<file path="config.mk">
export PLATFORM = sky130hd
export DESIGN_NAME = sl_receiver
export DESIGN_NICKNAME = d
export VERILOG_FILES = /design/src/rtl/sl_pkg.sv /design/src/rtl/sl_line_sync.sv /design/src/rtl/sl_receiver.sv
export SDC_FILE = /design/constraint.sdc
export NUM_CORES = 1
export LEC_CHECK = 0
export BUFFER_PORTS_ARGS = -buffer_cell sky130_fd_sc_hd__clkbuf_2
export CELL_PAD_IN_SITES_DETAIL_PLACEMENT = 0
export CELL_PAD_IN_SITES_GLOBAL_PLACEMENT = 1
export CORE_ASPECT_RATIO = 0.8
export CORE_MARGIN = 2
export CORE_UTILIZATION = 49
export DETAILED_ROUTE_END_ITERATION = 10
export PLACE_DENSITY = 0.82
export SLEW_MARGIN = 40
export SYNTH_ARGS = -nofsm -noshare
export SYNTH_HDL_FRONTEND = slang
export SYNTH_SLANG_ARGS = --single-unit
</file>
<file path="constraint.sdc">
create_clock -name clk -period 6.1 [get_ports clk]
set_input_delay 0.915 -clock clk [delete_from_list [all_inputs] [get_ports clk]]
set_output_delay 0.915 -clock clk [all_outputs]
set_load 0.03 [all_outputs]
</file>
<file path="src/rtl/sl_pkg.sv">
// sl_pkg: shared definitions for the SL receiver.
//   - sl_state_e      : receive FSM states
//   - CFG_*           : config word field positions (10-bit word)
//   - MAX_LEN_DEFAULT : default maximum data bits per word
//   - CFG_RESET       : config value after reset (length 32, freq_mode 0)
//   - ST_*            : bit indices inside the 4-bit status vector
//   - timeout_limit() : inter-edge limit in clk cycles for a freq_mode
package sl_pkg;

   typedef enum logic [1:0] {
      StIdle  = 2'd0,
      StRxLow = 2'd1,
      StRxGap = 2'd2
   } sl_state_e;

   localparam int unsigned CFG_W        = 10;
   localparam int unsigned CFG_FREQ_MSB = 9;
   localparam int unsigned CFG_FREQ_LSB = 7;
   localparam int unsigned CFG_RSVD_BIT = 6;
   localparam int unsigned CFG_LEN_MSB  = 5;
   localparam int unsigned CFG_LEN_LSB  = 0;

   localparam int unsigned MAX_LEN_DEFAULT = 32;

   localparam logic [CFG_W-1:0] CFG_RESET = 10'h020;

   localparam int unsigned ST_PARITY  = 0;
   localparam int unsigned ST_LENGTH  = 1;
   localparam int unsigned ST_OVERRUN = 2;
   localparam int unsigned ST_TIMEOUT = 3;

   function automatic logic [12:0] timeout_limit(input logic [2:0] freq_mode);
      return 13'd16 << freq_mode;
   endfunction

endpackage

</file>
<file path="src/rtl/sl_line_sync.sv">
// sl_line_sync: multi-flop synchronizer for one idle-high SL line.
// Ports:
//   clk, rst_n : clock, asynchronous active-low reset (flops reset to 1)
//   d          : asynchronous line input
//   q          : synchronized line level
//   fall, rise : one-cycle pulses, aligned with q, on synchronized edges
module sl_line_sync #(
   parameter int unsigned STAGES = 2
) (
   input  logic clk,
   input  logic rst_n,
   input  logic d,
   output logic q,
   output logic fall,
   output logic rise
);

   logic [STAGES-1:0] sync_q, sync_d;
   logic              prev_q, prev_d;

   always_comb begin
      sync_d = {sync_q[STAGES-2:0], d};
      prev_d = sync_q[STAGES-1];
   end

   always_ff @(posedge clk or negedge rst_n) begin
      if (!rst_n) begin
         sync_q <= '1;
         prev_q <= 1'b1;
      end else begin
         sync_q <= sync_d;
         prev_q <= prev_d;
      end
   end

   assign q    = sync_q[STAGES-1];
   assign fall = prev_q & ~q;
   assign rise = ~prev_q & q;

endmodule

</file>
<file path="src/rtl/sl_receiver.sv">
// sl_receiver: two-wire SL line-code word receiver.
// A bit is a low phase on one line (sl0 -> 0, sl1 -> 1) followed by both high;
// a low phase in which both lines were low is the stop symbol. A word is
// length data bits MSB first, one odd-parity bit, then stop.
// Ports:
//   clk, rst_n        : clock, asynchronous active-low reset
//   sl0, sl1          : asynchronous SL lines, idle high
//   wr_config_w       : {freq_mode[2:0], reserved, length[5:0]}
//   wr_config_enable  : config write strobe
//   r_config_w        : config readback (reserved bit reads 0)
//   data_out          : last good word, right-aligned
//   word_ready        : data_out holds an unconsumed word
//   rd_ack            : consume strobe, clears word_ready and status
//   status            : {timeout_err, overrun, length_err, parity_err}, sticky
//   status_changed    : one-cycle pulse when {word_ready, status} changes
// Optional feature: define SL_RX_TIMEOUT_EN to abort a word when no line edge
// arrives within (16 << freq_mode) cycles.
module sl_receiver
   import sl_pkg::*;
#(
   parameter int unsigned SYNC_STAGES = 2,
   parameter int unsigned MAX_LEN     = MAX_LEN_DEFAULT
) (
   input  logic        clk,
   input  logic        rst_n,
   input  logic        sl0,
   input  logic        sl1,
   input  logic [9:0]  wr_config_w,
   input  logic        wr_config_enable,
   output logic [9:0]  r_config_w,
   output logic [31:0] data_out,
   output logic        word_ready,
   input  logic        rd_ack,
   output logic [3:0]  status,
   output logic        status_changed
);

   // Shift register holds data plus parity; at least 33 bits so data_out can
   // always be taken from [32:1].
   localparam int unsigned SHW = ((MAX_LEN > 32) ? MAX_LEN : 32) + 1;

   logic l0, l1, fall0, fall1, rise0, rise1;

   sl_line_sync #(.STAGES(SYNC_STAGES)) u_sync0 (
      .clk  (clk),
      .rst_n(rst_n),
      .d    (sl0),
      .q    (l0),
      .fall (fall0),
      .rise (rise0)
   );

   sl_line_sync #(.STAGES(SYNC_STAGES)) u_sync1 (
      .clk  (clk),
      .rst_n(rst_n),
      .d    (sl1),
      .q    (l1),
      .fall (fall1),
      .rise (rise1)
   );

   sl_state_e        state_q, state_d;
   logic [5:0]       bit_cnt_q, bit_cnt_d;
   logic [5:0]       len_q, len_d;
   logic [1:0]       acc_q, acc_d;    // {sl1 seen low, sl0 seen low} this phase
   logic [SHW-1:0]   shift_q, shift_d;
   logic [9:0]       cfg_q, cfg_d;
   logic [31:0]      data_q, data_d;
   logic             ready_q, ready_d;
   logic [3:0]       status_q, status_d;
   logic             chg_q, chg_d;

   logic             any_fall, low_end, cnt_ok, tmo_hit;
   logic [1:0]       low_now;

`ifdef SL_RX_TIMEOUT_EN
   logic [12:0]      tmo_q, tmo_d;
   logic [2:0]       freq_q, freq_d;
`endif

   always_comb begin
      cfg_d = cfg_q;
      if (wr_config_enable) begin
         cfg_d               = wr_config_w;
         cfg_d[CFG_RSVD_BIT] = 1'b0;
      end

      state_d   = state_q;
      bit_cnt_d = bit_cnt_q;
      len_d     = len_q;
      acc_d     = acc_q;
      shift_d   = shift_q;
      data_d    = data_q;
      ready_d   = rd_ack ? 1'b0 : ready_q;
      status_d  = rd_ack ? 4'b0 : status_q;

      any_fall = fall0 | fall1;
      // A low phase ends on the rise that leaves both lines high.
      low_end  = (rise0 | rise1) & l0 & l1;
      low_now  = {~l1, ~l0};
      cnt_ok   = ({1'b0, bit_cnt_q} == ({1'b0, len_q} + 7'd1));
      tmo_hit  = 1'b0;

`ifdef SL_RX_TIMEOUT_EN
      freq_d = freq_q;
      tmo_d  = '0;
      if (state_q != StIdle) begin
         tmo_d   = (any_fall | rise0 | rise1) ? 13'd0 : tmo_q + 13'd1;
         tmo_hit = (tmo_q >= timeout_limit(freq_q));
      end
`endif

      if (tmo_hit) begin
         state_d              = StIdle;
         status_d[ST_TIMEOUT] = 1'b1;
      end else begin
         unique case (state_q)
            StIdle: begin
               // Starting on a fall (not a level) keeps a line still stuck low
               // after an abort from opening a new word.
               if (any_fall) begin
                  state_d   = StRxLow;
                  len_d     = cfg_q[CFG_LEN_MSB:CFG_LEN_LSB];
                  bit_cnt_d = 6'd0;
                  shift_d   = '0;
                  acc_d     = low_now;
`ifdef SL_RX_TIMEOUT_EN
                  freq_d    = cfg_q[CFG_FREQ_MSB:CFG_FREQ_LSB];
`endif
               end
            end
            StRxLow: begin
               acc_d = acc_q | low_now;
               if (low_end) begin
                  if (acc_q == 2'b11) begin
                     state_d = StIdle;
                     if (!cnt_ok) begin
                        status_d[ST_LENGTH] = 1'b1;
                     end else begin
                        data_d  = shift_q[32:1];
                        ready_d = 1'b1;
                        if (ready_q && !rd_ack) status_d[ST_OVERRUN] = 1'b1;
                        if (!(^shift_q)) status_d[ST_PARITY] = 1'b1;
                     end
                  end else begin
                     state_d = StRxGap;
                     if (32'(bit_cnt_q) < MAX_LEN + 1) shift_d = {shift_q[SHW-2:0], acc_q[1]};
                     if (bit_cnt_q != 6'd63) bit_cnt_d = bit_cnt_q + 6'd1;
                  end
               end
            end
            StRxGap: begin
               if (any_fall) begin
                  state_d = StRxLow;
                  acc_d   = low_now;
               end
            end
            default: state_d = StIdle;
         endcase
      end

      chg_d = ({ready_d, status_d} != {ready_q, status_q});
   end

   always_ff @(posedge clk or negedge rst_n) begin
      if (!rst_n) begin
         state_q   <= StIdle;
         bit_cnt_q <= 6'd0;
         len_q     <= CFG_RESET[CFG_LEN_MSB:CFG_LEN_LSB];
         acc_q     <= 2'b00;
         shift_q   <= '0;
         cfg_q     <= CFG_RESET;
         data_q    <= 32'd0;
         ready_q   <= 1'b0;
         status_q  <= 4'd0;
         chg_q     <= 1'b0;
      end else begin
         state_q   <= state_d;
         bit_cnt_q <= bit_cnt_d;
         len_q     <= len_d;
         acc_q     <= acc_d;
         shift_q   <= shift_d;
         cfg_q     <= cfg_d;
         data_q    <= data_d;
         ready_q   <= ready_d;
         status_q  <= status_d;
         chg_q     <= chg_d;
      end
   end

`ifdef SL_RX_TIMEOUT_EN
   always_ff @(posedge clk or negedge rst_n) begin
      if (!rst_n) begin
         tmo_q  <= 13'd0;
         freq_q <= 3'd0;
      end else begin
         tmo_q  <= tmo_d;
         freq_q <= freq_d;
      end
   end
`endif

   assign r_config_w     = cfg_q;
   assign data_out       = data_q;
   assign word_ready     = ready_q;
   assign status         = status_q;
   assign status_changed = chg_q;

endmodule

</file>
[Word level (Yosys, flattened, before mapping)]
Cells that the tools add are included.
Storage, ports and cells
  bits in registers: 102
  word-level logic and storage cells: 85
  output and inout bits: 48
Operators by class
  add/subtract/negate cells: 2
  $lt $le $gt $ge: 1
  reductions and logical operators: 13
  multiplexer cells: 30
  equality and inequality tests: 12
  bitwise logic cells: 13
Operators by type and width (number)
  two-way mux 33 bit: 4
  case mux 33 bit (2 select lines): 1
  XOR reduction 33 bit: 1
  two-way mux 6 bit: 4
  case mux 6 bit (2 select lines): 1
  two-way mux 1 bit: 10
  inequality test 2 bit, second input constant: 5
  AND reduction 5 bit: 2
  two-way mux 3 bit: 3
  two-way mux 2 bit: 4
  case mux 2 bit (2 select lines): 2
  adder 6 x 1 -> 7 bit, second input constant: 1
  equality test 6 x 7 -> 1 bit: 1
  adder 6 x 1 -> 6 bit, second input constant: 1
  AND 1 bit: 6
  less-than comparator 6 bit, second input constant: 1
  inequality test 6 bit, second input constant: 1
  AND reduction 2 bit: 3
  inequality test 5 bit: 1
  equality test 2 bit, second input constant: 2
  two-way mux 4 bit: 1
  inverter 1 bit: 4
  AND reduction 4 bit: 1
  nonzero test 2 bit: 2
  other kinds (8): 9

[Logic depth before layout (Yosys ltp)]
  depth in word-level cells: 8
  gate-level depth with buffers: 9
  mapped depth without buffers: 8

[By module]
A second synthesis with hierarchy kept.
Unflattened totals
  cell total of the unflattened synthesis: 462
  area total of the unflattened synthesis: 4560.6 µm²
By module, submodules not included
  sl_receiver: area an instance 4372.9 µm², instances 1, cells each 452
  sl_line_sync: area an instance 93.8 µm², instances 2, cells each 5

[Least setup slack after synthesis]
OpenSTA, ideal clock, no wires.
  path kind: reg2reg
  from: register len_q[0]
  to: register data_q[10], in the netlist data_out[10]
  data required time: 5.975 ns
  arrival time: 2.061 ns
  setup time: 0.125 ns
  cell stages (with the launch flop): 8
  path slack: 3.914 ns
  cells stage by stage: dfrtp_1 > ha_1 > xor2_1 > a311o_1 > a211oi_4 > nand3_4 > buf_6 > mux2_4
Between the ends
  cells in the longest elaborated chain, start to end: 3
RTL lines
  start, declared: line sl_receiver.sv:64  | logic [5:0] len_q, len_d;
  start signal, assigned: line sl_receiver.sv:169  | len_q <= CFG_RESET[CFG_LEN_MSB:CFG_LEN_LSB];
  start signal, assigned: line sl_receiver.sv:180  | len_q <= len_d;
  adder 6 x 1 -> 7 bit: line sl_receiver.sv:101  | cnt_ok = ({1'b0, bit_cnt_q} == ({1'b0, len_q} + 7'd1));
  equality test 6 x 7 -> 1 bit: line sl_receiver.sv:101
  AND reduction 4 bit (no source line)
  end signal, assigned: line sl_receiver.sv:184  | data_q <= data_d;
  end, declared: line sl_receiver.sv:68  | logic [31:0] data_q, data_d;
No other way between the ends.
A chain may end at the register's enable or synchronous reset.

[Worst setup path after layout]
  from: register len_q[0]
  to: register chg_q, in the netlist status_changed
Between the ends
  cells in the longest elaborated chain, start to end: 7
  elaborated cells between the ends (all ways): 13
RTL lines
  adder 6 x 1 -> 7 bit (*): line sl_receiver.sv:101
  equality test 6 x 7 -> 1 bit (*): line sl_receiver.sv:101
  two-way mux 1 bit: line sl_receiver.sv:137  | if (!cnt_ok) begin
  two-way mux 3 bit / two-way mux 1 bit (equally long branches): line sl_receiver.sv:135  | if (acc_q == 2'b11) begin
  two-way mux 3 bit / two-way mux 1 bit (equally long branches): line sl_receiver.sv:134  | if (low_end) begin
  two-way mux 3 bit / two-way mux 1 bit (equally long branches): line sl_receiver.sv:117  | unique case (state_q)
  inequality test 5 bit (*): line sl_receiver.sv:162  | chg_d = ({ready_d, status_d} != {ready_q, status_q});
  net chg_d: line sl_receiver.sv:71  | logic chg_q, chg_d;
  end signal, assigned: line sl_receiver.sv:187  | chg_q <= chg_d;
  end, declared: line sl_receiver.sv:71
Mark *: on every way through the listed nets, which the timed path passes. The rest lies on a longest branch.

==> run summary <==
CTS Sinks = 102
crit path max fanout = 37
DRC viols = 0
clock latency on the worst-skew pair = 0.34 ns
Final Skew = 0.00633 ns
Synth Register Bits = 102
first-pass GRT wire length = 13,800 um
GRT Util Overall = 16.8%
yosys warns = 0
CTS resizes = 0
CTS tree = done
Syn Std Cell Area = 4610 um2
number of global-route vias before repair = 2,865
Area Growth Syn to Fin = 14.8%
Via Count = 2,904
die span in y = 90.7 um
row cnt = 31
share of layout cells above drive strength 1 = 30.7%
status = finished clean
H-Tree Depth = 3
most frequent cell after synthesis = dfrtp_1
Cell Pwr Density = 343 nW/um2
Crit Path Class = flip-flop to flip-flop
Slew Limit Fails = 0
Mapped Nets = 411
Clock transition at path regs = 0.06 ns
Sequential Power Share = 44.8%
LEAKAGE = 0.00250 uW
n_diodes = 0
grt ovf = 0
fin crit share = 48.1%
Commonest cells post-synth = dfrtp_1, nand2_1, o21ai_0
arrival time worst endpoint = 3.14 ns
number of synthesized flops with an enable pin = 0
top cells by area, synth = dfrtp_1, mux2_4, nand2_1
Max Buffers Root-to-Sink = 2
# Post-CTS Setup Buffers = 0
max frequency = 341 MHz
Detailed Place HPWL = 5230 um
Critical Path RT = 6.30 ns
RSZ-0062 raised after global routing = false
largest net degree at the start of global routing = 84
Internal = 1240 uW
Placement Setup Slack = 3.24 ns
Setup-failing EPs final = 0
Synth top area share = 51.1%
Placed Cells incl. Taps = 552
Wirelength per Cell = 13.8 um
clock buffer count from CTS = 9
Switching Share = 31.6%
headroom to the max-slew limit = 51.2%
Routed Antenna Nets = 0
post-synthesis instance total = 392
Mean Syn Cell Area = 11.7 um2
setup slack, reg-to-reg = 3.16 ns
count of buffers from port buffering = 61
Pre-antenna DRT Iters = 4
initial antenna violation count = 0
fraction of registers with async set/reset = 100%
nature of the critical path startpoint = flip-flop
Finished Layout Cells = 568
Core ar. = 9080 um2
Critical Path Slowest Stage Cell = nand3_4
Distinct cells, synth = 41
# nets final = 467
Avg Vias per Cell = 5.11
Final min period = 2.94 ns
Main synth FF type = dfrtp_1
initial core utilization = 50.7%
critical-path cell list = ha_1 -> xor2_1 -> a311o_1 -> a211oi_4 -> nand3_4 -> a21boi_0 -> o31ai_1 -> nand4_1
Clk pwr share = 30.2%
PnR worst setup slack = 3.16 ns
routability cong. = 0.760
area leader, netlist = dfrtp_1
Root Buffer = clkbuf_16
VDD IR-drop max = 0.199 mV
Max Cap Violations = 0
Worst-Margin Slew = 0.733 ns
Hold Vio Cnt, Final = 0
die area = 10,200 um2
cts hold-fix bufs = 0
final total power = 1810 uW
CP endpoint kind = flip-flop
CP peak stage delay = 0.55 ns
DR iter-0 viols = 128
Ports = 64
setup TNS = 0 ns
Die Width = 112 um
post-synthesis sequential area ratio = 55.6%
NetSw = 572 uW
Post-Route WL = 7850 um
hold crit path type = flip-flop to flip-flop
Logic pwr share = 25.0%
[cells in the final DEF, fill, tap and decap left out, types with 2 or more instances in the layout]
cell / Yosys / routed
o21ai_0: 41 / 41
mux2_2: 19 / 19
ha_1: 3 / 3
inv_1: 6 / 6
xor2_1: 8 / 8
clkbuf_16: 0 / 9
and3_1: 2 / 2
clkbuf_1: 14 / 3
mux2_4: 27 / 27
clkbuf_2: 0 / 60
buf_4: 1 / 3
and2_1: 2 / 2
nand4_1: 5 / 5
o21ai_1: 5 / 5
clkbuf_8: 0 / 4
nor2_1: 8 / 8
nand2_1: 76 / 76
nand3_1: 8 / 8
a31o_2: 3 / 2
dfrtp_1: 94 / 94
a21oi_1: 3 / 3
xnor2_1: 31 / 31
nand2b_1: 4 / 4
dfstp_2: 8 / 8
a311o_1: 2 / 2
[logic make-up after synthesis]
group / Yosys count / synth area share [%]
buffers and inverters: 25 / 2.64
AO/OA/AOI/OAI: 64 / 8.88
flip-flops: 102 / 55.6
multiplexers: 46 / 13.4
XOR/XNOR: 40 / 7.91
AND/OR/NAND/NOR: 111 / 10.6
adder cells (fa/ha/maj): 3 / 0.815
other: 1 / 0.0814
[routing by layer]
metal  global-route usage (%)  up-vias  part of all wire [%]
met3                     5.03       10                   4.2
met5                        0        -                     0
li1                         -     1432                     -
met2                     25.6       52                    44
met1                     23.2     1410                    50
met4                     5.69        0                   1.4
[power by group through the flow]
stage	clock network (uW)	logic, uW	registers (uW)
global placement	0	440	821
floorplan	0	343	823
CTS	564	460	811
finish	547	452	812
global route	595	501	824
detailed placement	0	456	824
[worst paths after layout]
check / from / end / cells past startpoint
worst max register to register: len_q[0] / status_changed / 8
min in group asynchronous: rst_n / word_ready / 1
worst min-delay path: u_sync1.sync_q[0] / u_sync1.sync_q[1] / 0
worst min register to register: u_sync1.sync_q[0] / u_sync1.sync_q[1] / 0
max in group asynchronous: rst_n / r_config_w[7] / 2
worst max-delay path: len_q[0] / status_changed / 8
[area by class of cell]
class	count	area [um2]
Fill cell	788	3790
Sequential cell	102	2560
Clock buffer	16	292
Multi-Input combinational cell	265	1930
Inverter	6	22.5
Timing Repair Buffer	64	334
Tap cell	115	144
[through the flow]
step           hold WS, ns  utilization (%)  instance area [um2]
5_1_grt              0.363             58.3                 5290
3_3_place_gp         0.347             54.9                 4980
2_1_floorplan        0.345                -                 4610
3_5_place_dp         0.350             55.0                 5000
6_report             0.358             58.3                 5290
4_1_cts              0.359             58.3                 5290
[flip-flops by register name (all words and copies together), names as in the netlist, 4 cells and up]
signal and count:
data_out 32, status 4, bit_cnt_q 6, len_q 6
r_config_w 9, shift_q 33
[worst max-delay path, delay by kind of cell (launching register included)]
| kind | cells | cell delay, ns |
|---|---|---|
| simple gates | 2 | 0.69 |
| xor+xnor | 1 | 0.16 |
| flops | 1 | 0.45 |
| fa+ha+maj | 1 | 0.33 |
| compound gates | 4 | 1.16 |
(Power assumes the default switching activity.)
